## config.mk

```make
export PLATFORM = sky130hd
export DESIGN_NAME = jk_bank_driver
export DESIGN_NICKNAME = d
export VERILOG_FILES = /design/src/rtl/jk_bank_driver.sv
export SDC_FILE = /design/constraint.sdc
export NUM_CORES = 1
export LEC_CHECK = 0
export ABC_AREA = 1
export CAP_MARGIN = 5
export CORE_MARGIN = 8
export CORE_UTILIZATION = 60
export CTS_BUF_LIST = sky130_fd_sc_hd__clkbuf_8 sky130_fd_sc_hd__clkbuf_16
export CTS_CLUSTER_DIAMETER = 80
export CTS_CLUSTER_SIZE = 24
export DETAILED_ROUTE_END_ITERATION = 7
export DONT_BUFFER_PORTS = 1
export GPL_TIMING_DRIVEN = 0
export HOLD_SLACK_MARGIN = 0.02
export PLACE_DENSITY = 0.76
export SLEW_MARGIN = 10
export SYNTH_ARGS = -nofsm -noshare
export SYNTH_HDL_FRONTEND = slang
export SYNTH_SLANG_ARGS = --single-unit
```

## constraint.sdc

```tcl
create_clock -name clk -period 1.58 [get_ports clk]
set_input_delay 0.158 -clock clk [delete_from_list [all_inputs] [get_ports clk]]
set_output_delay 0.158 -clock clk [all_outputs]
set_load 0.05 [all_outputs]
```

## src/rtl/jk_bank_driver.sv

```systemverilog
// -----------------------------------------------------------------------------
// jk_bank_driver
//
// Drives a bank of external JK master-slave flip-flops toward a requested next
// state, then reads the bank back and reports pass/fail.
//
// A target is accepted over a valid/ready handshake. J/K are derived from the
// JK excitation table using the bank's current q and driven for exactly one
// clock. After CHECK_LAT further edges, q_in is compared against the target and
// a done pulse (with err on mismatch) is produced.
//
// Parameters:
//   WIDTH      number of flip-flops in the driven bank
//   CHECK_LAT  edges after the drive edge before q_in is compared (1..15)
//   DC_VAL     value driven on excitation don't-care inputs (0 or 1)
//
// Ports:
//   clk        clock for this block and the driven bank
//   rst        synchronous active-high reset
//   tgt_valid  target request valid
//   tgt_ready  block can accept a target (IDLE and not in reset)
//   tgt_data   requested next q of the bank
//   q_in       current outputs of the driven bank
//   j, k       registered J/K drive to the bank
//   done       one-cycle pulse when a transaction completes
//   err        one-cycle pulse with done when the read-back mismatches
//   err_mask   per-bit mismatch of the last transaction, held until next done
//   err_cnt    failed-transaction count, saturating at 255
// -----------------------------------------------------------------------------
module jk_bank_driver #(
  parameter int WIDTH     = 4,
  parameter int CHECK_LAT = 1,
  parameter int DC_VAL    = 0
) (
  input  logic             clk,
  input  logic             rst,
  input  logic             tgt_valid,
  output logic             tgt_ready,
  input  logic [WIDTH-1:0] tgt_data,
  input  logic [WIDTH-1:0] q_in,
  output logic [WIDTH-1:0] j,
  output logic [WIDTH-1:0] k,
  output logic             done,
  output logic             err,
  output logic [WIDTH-1:0] err_mask,
  output logic [7:0]       err_cnt
);

  typedef enum logic [1:0] {
    S_IDLE  = 2'd0,
    S_DRIVE = 2'd1,
    S_WAIT  = 2'd2
  } state_t;

  localparam logic [WIDTH-1:0] LP_DC_VEC = (DC_VAL != 0) ? '1 : '0;
  localparam logic [3:0]       LP_LAT    = CHECK_LAT[3:0];

  state_t           r_state;
  logic [WIDTH-1:0] r_tgt;
  logic [WIDTH-1:0] r_j;
  logic [WIDTH-1:0] r_k;
  logic [3:0]       r_wait;
  logic             r_done;
  logic             r_err;
  logic [WIDTH-1:0] r_err_mask;
  logic [7:0]       r_err_cnt;

  logic [WIDTH-1:0] w_j_nxt;
  logic [WIDTH-1:0] w_k_nxt;
  logic [WIDTH-1:0] w_mismatch;

  // Excitation table, bitwise: a 0 bit only needs J (K is don't-care),
  // a 1 bit only needs K (J is don't-care).
  assign w_j_nxt    = (~q_in & tgt_data) | ( q_in & LP_DC_VEC);
  assign w_k_nxt    = ( q_in & ~tgt_data) | (~q_in & LP_DC_VEC);
  assign w_mismatch = q_in ^ r_tgt;

  // Gated by rst so ready is low throughout reset, yet rises in the very
  // first cycle after rst drops without waiting for another edge.
  assign tgt_ready = (r_state == S_IDLE) && !rst;

  assign j        = r_j;
  assign k        = r_k;
  assign done     = r_done;
  assign err      = r_err;
  assign err_mask = r_err_mask;
  assign err_cnt  = r_err_cnt;

  // NOTE: all state below is updated with non-blocking assignments so every
  // register samples pre-edge values and the block has no ordering races.
  always_ff @(posedge clk) begin
    if (rst) begin
      r_state    <= S_IDLE;
      r_tgt      <= '0;
      r_j        <= '0;
      r_k        <= '0;
      r_wait     <= '0;
      r_done     <= 1'b0;
      r_err      <= 1'b0;
      r_err_mask <= '0;
      r_err_cnt  <= '0;
    end else begin
      r_done <= 1'b0;
      r_err  <= 1'b0;
      case (r_state)
        S_IDLE: begin
          r_j <= '0;
          r_k <= '0;
          if (tgt_valid) begin
            r_tgt   <= tgt_data;
            r_j     <= w_j_nxt;
            r_k     <= w_k_nxt;
            r_state <= S_DRIVE;
          end
        end
        S_DRIVE: begin
          // J/K drop after a single cycle so a toggle code cannot toggle twice.
          r_j     <= '0;
          r_k     <= '0;
          r_wait  <= LP_LAT;
          r_state <= S_WAIT;
        end
        S_WAIT: begin
          if (r_wait == 4'd1) begin
            r_wait     <= '0;
            r_done     <= 1'b1;
            r_err      <= |w_mismatch;
            r_err_mask <= w_mismatch;
            if ((|w_mismatch) && (r_err_cnt != 8'hFF)) begin
              r_err_cnt <= r_err_cnt + 8'd1;
            end
            r_state <= S_IDLE;
          end else begin
            r_wait <= r_wait - 4'd1;
          end
        end
        default: begin
          r_j     <= '0;
          r_k     <= '0;
          r_state <= S_IDLE;
        end
      endcase
    end
  end

endmodule

```

[Word level (Yosys, flattened, before mapping)]
Cells that the tools add are included.
Storage, ports and cells
  register bits: 32
  output and inout bits: 23
  input bits: 11
Cells by class
  mux-type cells: 10
  bitwise logic cells: 7
  eq/ne operators: 6
  add/sub/neg operators: 2
  reduce and logical (&&, ||, !) cells: 12
Operators with widths (number)
  4-bit case mux with 2 select lines: 3
  4-bit 2-to-1 mux: 3
  8-bit by 1-bit adder with 8-bit output, second input constant: 1
  4-bit AND: 2
  8-bit inequality test, second input constant: 1
  4-bit inverter: 2
  2-bit case mux with 3 select lines: 1
  2-bit AND reduction: 3
  4-bit by 1-bit == test with 1-bit output, second input constant: 1
  2-bit 2-to-1 mux: 2
  2-bit inequality test, second input constant: 2
  4-bit OR reduction: 1
  4-bit by 1-bit subtractor with 4-bit output, second input constant: 1
  4-bit XOR: 1
  3-bit AND reduction: 1
  3-bit OR reduction: 1
  2-bit by 1-bit == test with 1-bit output, second input constant: 1
  2-bit == test, second input constant: 1
  1-bit logical AND: 2
  2-bit zero test: 1
  1-bit inverter: 2
  2-bit nonzero test: 1
  2-bit OR reduction: 1
  1-bit zero test: 1
  1-bit 2-to-1 mux: 1

[Depth between registers and ports, before layout]
Gate-level depths: netlist of the first run.
  depth after elaboration: 4
  gate-level depth with buffers: 9
  gate-level depth less buffers: 9

[Worst setup path before layout of the first run]
Ideal clock, no wire load.
  path kind: flip-flop to flip-flop
  from: register r_err_cnt[1] (netlist: err_cnt[1])
  to: register r_err_cnt[7] (netlist: err_cnt[7])
  buffers on the path: 0
  arrival time: 1.697 ns
  cell stages (with the launch flop): 8
  period minus slack after synthesis: 1.765 ns
  data required time: 1.513 ns
  setup time: 0.067 ns
  path slack: -0.185 ns
  cells stage by stage: dfxtp_1 > ha_1 > nand2_2 > nor2_4 > nand3_4 > nand3_4 > nand2_1 > a21oi_2
Between the ends
  cells in the longest elaborated chain, start to end: 3
  elaborated cells between the ends (all ways): 4
Ends and longest elaborated chain
  from (decl): line 66  | logic [7:0] r_err_cnt;
  from (signal assigned): line 130  | r_err_cnt <= r_err_cnt + 8'd1;
  parallel branches: the longest is 3 deep, another holds 8-bit by 1-bit adder with 8-bit output
Parallel ways; which one is timed is not known.
A chain may end at the register's enable or synchronous reset.

[Worst setup path in the final report of the first run]
  from: register r_err_cnt[0] (netlist: err_cnt[0])
  to: register r_err_cnt[5] (netlist: err_cnt[5])
Same word-level chain as after synthesis.

==> results of run 1 <==
[cell families after synthesis]
kind of cell / after synthesis
adders and majority gates: 6
AOI/OAI and AO/OA: 47
buffers and inverters: 32
DFF: 32
and+or+nand+nor: 93
xor gates and xnor gates: 3
[worst max-delay path: stages, from the launching register on]
cell	delay, ns
dfxtp_4	0.47
ha_4	0.18
nand2_2	0.08
nor2_4	0.20
nand3_4	0.13
nand3_4	0.16
nand2_1	0.08
a21oi_2	0.15
[report_power, final]
part,leakage (nW),internal (W),switching [W]
registers,0.265,0.000925,0.000275
clock network,0.0510,0.000347,0.000294
logic,0.425,0.000220,0.000394
total,0.741,0.00149,0.000962
[cell usage after synthesis, drive strengths merged]
library cell	count	area share
a21oi	22	0.077
dfxtp	32	0.41
nor2	20	0.063
o21a	1	0.0048
o21ai	18	0.057
nand2	55	0.14
nand3b	1	0.0048
nor4	1	0.0040
ha	6	0.048
inv	25	0.059
xnor2	1	0.0055
a211oi	1	0.0048
nand4	8	0.032
nand3	8	0.044
a31oi	4	0.016
buf	7	0.025
xor2	2	0.011
o22ai	1	0.0040
[area by class of cell]
cell class	count	area (sq um)	share of cell area
Timing Repair Buffer	7	62.6	0.0342
Clock buffer	6	82.6	0.0451
Inverter	25	93.8	0.0513
Tap cell	30	37.5	0.0205
Buffer	7	43.8	0.0239
Multi-Input combinational cell	151	846	0.462
Sequential cell	32	654	0.357
Clock inverter	2	10.0	0.00547
[path summary, 6_finish.rpt]
kind / end / slack [ns]
max: err_cnt[5]$_SDFFE_PP0P_ / 0.06
max reg2reg: err_cnt[5]$_SDFFE_PP0P_ / 0.06
min reg2reg: r_tgt[1]$_SDFFE_PP0P_ / 0.48
min: j[1]$_SDFFE_PP0N_ / 0.04
[per-stage QoR]
stage / cell area [sq um] / setup WS [ns]
6_report: 1830 / 0.0559
5_1_grt: 1830 / -0.0273
4_1_cts: 1780 / 0.0112
3_5_place_dp: 1620 / -0.191
3_3_place_gp: 1620 / -0.134
2_1_floorplan: 1580 / 0.00299
[what timing repair did]
item                                    in CTS  in global routing
buffers inserted                             0                  3
pin swaps                                    1                  1
gates resized for setup                      8                  7
hold endpoints to repair                     4                  0
hold buffers                                 4                  0
endpoints found under the setup margin       9                 19
gates cloned                                 1                  1
[per-layer routing]
metal	GRT usage	wire [um]	vias up
li1	-	-	743
met1	0.183	1510	667
met2	0.286	1820	41
met3	0.0728	284	6
met4	0.0705	46	0
met5	0	0	-
[state kept, by name, summed over array words and instances (netlist names)]
register  flops
j             4
done          1
r_tgt         4
k             4
r_wait        4
err_cnt       8
r_state       2
err           1
err_mask      4
==> results.cfg, run 1 <==
[outcome]
outcome = finished, final reports clean

[cells_and_area]
area_growth_pct = 15.9
layout_common_cells = nand2_1 (52), dfxtp_1 (25), inv_1 (24)
final_nets = 246
utilization = 0.739
layout-drive-gt1-share = 0.170
final_common_cell = nand2_1
diodes = 0
finalNonFillerCells = 260
num-fill-cells = 213

[die]
start_util = 0.637
fp.dieW_um = 67.3
num_rows = 18
fp.dieH_um = 67.3
core_area_sq_um = 2480
dieArea_sq_um = 4530
ios = 34

[placed_design]
hpwlAfterDp_mm = 2.53
place_inst = 243
port_buffers = 0
finalWeightedCongestion = 0.790

[clock_network]
path_clk_slew_ns = 0.07
clockBufferDepth = 2
htree_levels = 2
clock_sinks = 32
cts_buffers = 5
clk-insertion-delay-late_ns = 0.28
cts_tree = built
cts-root-buf = clkbuf_8

[logic_synthesis]
synth_compound_area_frac = 0.163
syn-mean-instance-area_sq_um = 7.41
synth_seq_area_share = 0.406
syn_area_sq_um = 1580
synthXorXnorAreaFrac = 0.0166
synthAdderAreaFrac = 0.0475
netlist_instances = 213
syn_nets = 230
synth.distinct_cells = 26
synthMuxAreaShare = 0
synth-simple-area-share = 0.283
yosys_warnings = 0
synth_top_family_by_area = simple AND/OR/NAND/NOR gates
ys_seq_elements = 32

[critical_path]
worstPathArrival_ns = 1.73
setup.worst_path.class = flop to flop
end_kind = flop
rr_startpoint = err_cnt[0]$_SDFFE_PP0P_
startpoint = err_cnt[0]$_SDFFE_PP0P_
crit_required_ns = 1.79
r2r_cells = 7
crit_fanout = 5
cp-start-kind = flop

[routing]
drtAntennaViolNets = 0
vias = 1457
routed_via_density = 5.60
drt-wirelength-per-cell_um = 14.1
dr.first_iter.drc_count = 106
route.detailed.drc = 0
wirelength_mm = 3.66
drt-pass1-iter-count = 4

[timing]
hold_ws_ns = 0.0396
setup_viol = 0
hold_violations = 0
fin_crit_sh = 0.965
fin_crit_ns = 1.52
fmax_mhz = 656
fin_tns_setup_ns = 0
finClkSkew_ns = 0.00325
maxSlewHeadroom = 0.517
maxSlewViolCount = 0
worst_pin_slew_ns = 0.723

[power]
power_w = 0.00245
vdd.ir_drop.worst_v = 0.00109
leakage_nw = 0.741
powerDensity_nw_per_um2 = 1340

[global_routing]
grt_max_degree = 11
antenna_found_initial = 0
first_global_vias = 1379
grt_pass1_wl_mm = 6.04
grt.overflow.total = 0
grt.total_usage = 0.170

[min_path]
hp-class = input pin to flop
hold_path_depth = 2
hp-start = tgt_data[1]

[run]
drv_cap = 0
Power figures use the tool's default switching activity.
==> run 2, diff against run 1 <==
Settings changed: CTS_CLUSTER_SIZE 24 to 28, SKIP_LAST_GASP from default to 1.
==> results of run 2 <==
No change in the layout: final DEF, timing and power equal those of run 1.
==> run 3, diff against run 2 <==
Settings changed: PLACE_DENSITY 0.76 to 0.81.
==> results.cfg, run 3 (synthesized netlist as in run 1, its figures left out) <==
[timing]
fin_crit_ns = 1.51
setup_slack_ns = 0.0690
fin_crit_sh = 0.956
rsz0062_at_grt = yes
hold_ws_ns = 0.0260
maxSlewHeadroom = 0.512
fin_tns_setup_ns = 0
hold_violations = 0
maxSlewViolCount = 0
fmax_mhz = 662
worst_pin_slew_ns = 0.731
setup_viol = 0
finClkSkew_ns = 0.00375

[cells_and_area]
num-fill-cells = 200
final_area_sq_um = 1810
seqCellArea_sq_um = 659
final_common_cell = nand2_1
final_nets = 244
layout-drive-gt1-share = 0.154
largest_register_ff_count = 8
multi_input_area_sq_um = 848
diodes = 0
area_growth_pct = 14.5
layout_common_cells = nand2_1 (52), inv_1 (25), dfxtp_1 (25)

[global_routing]
gr-usage-met1 = 0.180
grt.total_usage = 0.175
first_global_vias = 1387
grt.met3_usage = 0.0662
grt_pass1_wl_mm = 6.12
antenna_found_initial = 0
top_usage_layer = met2
grt_use_met2 = 0.296
grt_max_degree = 11
grt.overflow.total = 0

[routing]
drt-wirelength-per-cell_um = 14.0
vias = 1462
dr.first_iter.drc_count = 115
routed_via_density = 5.69
drt-pass1-iter-count = 4
wirelength_mm = 3.60
drtAntennaViolNets = 0
route.detailed.drc = 0

[power]
leakage_nw = 0.729
vdd.ir_drop.worst_v = 0.00137
powerDensity_nw_per_um2 = 1320
power_w = 0.00238

[die]
core_area_sq_um = 2480
start_util = 0.637
dieArea_sq_um = 4530
num_rows = 18
ios = 34
fp.dieW_um = 67.3
fp.dieH_um = 67.3

[clock_network]
cts_tree = built
clock_sinks = 32
clockBufferDepth = 2
cts_buffers = 5
cts-root-buf = clkbuf_8
clk-insertion-delay-late_ns = 0.29
path_clk_slew_ns = 0.06
htree_levels = 2

[critical_path]
worst_path_max_delay_cell = nor2_2
end_kind = output pin
setup.worst_path.class = flop to output pin
cp-start-kind = flop
crit_fanout = 3
worstPathArrival_ns = 1.35
crit_path_frequent_cell = inv_1
path_cells = inv_1 -> ha_1 -> inv_1 -> nor2_2
slowest_delay_ns = 0.43
crit_required_ns = 1.42

[placed_design]
hpwlAfterDp_mm = 2.50
dpl_cell_area_sq_um = 1620
pre_cts_ws_ns = -0.180
port_buffers = 0
finalWeightedCongestion = 0.796

[outcome]
outcome = finished, final reports clean

[run]
drv_cap = 0

[min_path]
hp-class = input pin to flop
## run 3: report_power, final
group	internal (W)	switching, W	leakage [nW]	total (W)
Combinational	0.000220	0.000388	0.418	0.000608
Clock	0.000292	0.000288	0.0452	0.000581
Sequential	0.000922	0.000274	0.265	0.00120
## run 3: path summary, 6_finish.rpt
check,depth (start not counted),to,start,slack [ns]
max reg2reg,7,err_cnt[7]$_SDFFE_PP0P_,err_cnt[0]$_SDFFE_PP0P_,0.07
min reg2reg,2,r_tgt[1]$_SDFFE_PP0P_,r_tgt[1]$_SDFFE_PP0P_,0.48
max,4,tgt_ready,r_state[1]$_SDFFE_PP0P_,0.07
min,2,j[3]$_SDFFE_PP0N_,tgt_data[3],0.03
## run 3: routing by layer
metal / up-vias / share of wire
met3: 9 / 0.10
met2: 53 / 0.49
met4: 0 / 0.018
met1: 666 / 0.39
met5: - / 0
li1: 734 / -
## run 3: final cells by class
type,instances,share of cell area
tap,30,0.0208
buffer,7,0.0242
clock buffer,5,0.0381
inverter,25,0.0519
clock inverter,2,0.00484
timing repair buffer,5,0.0263
sequential,32,0.365
multi-input combinational,151,0.469
## run 3: stage by stage
step,util,std cells
floorplan,-,213
global placement,0.654,243
detailed placement,0.654,243
CTS,0.715,255
global route,0.730,257
finish,0.730,257
## run 3: timing repair
action / CTS / global route
hold buffers: 4 / 0
gates cloned: 1 / 1
pin swaps: 1 / 2
setup buffers: 0 / 1
resized for setup: 9 / 9
hold endpoints to repair: 4 / 0
endpoints found under the setup margin: 9 / 17
## run 3: worst max-delay path, delay by kind of cell (launching register included)
| family | cells | cell delay [ns] |
|---|---|---|
| AND/OR/NAND/NOR | 1 | 0.43 |
| flip-flops | 1 | 0.31 |
| adder cells (fa/ha/maj) | 1 | 0.17 |
| buffers and inverters | 2 | 0.15 |
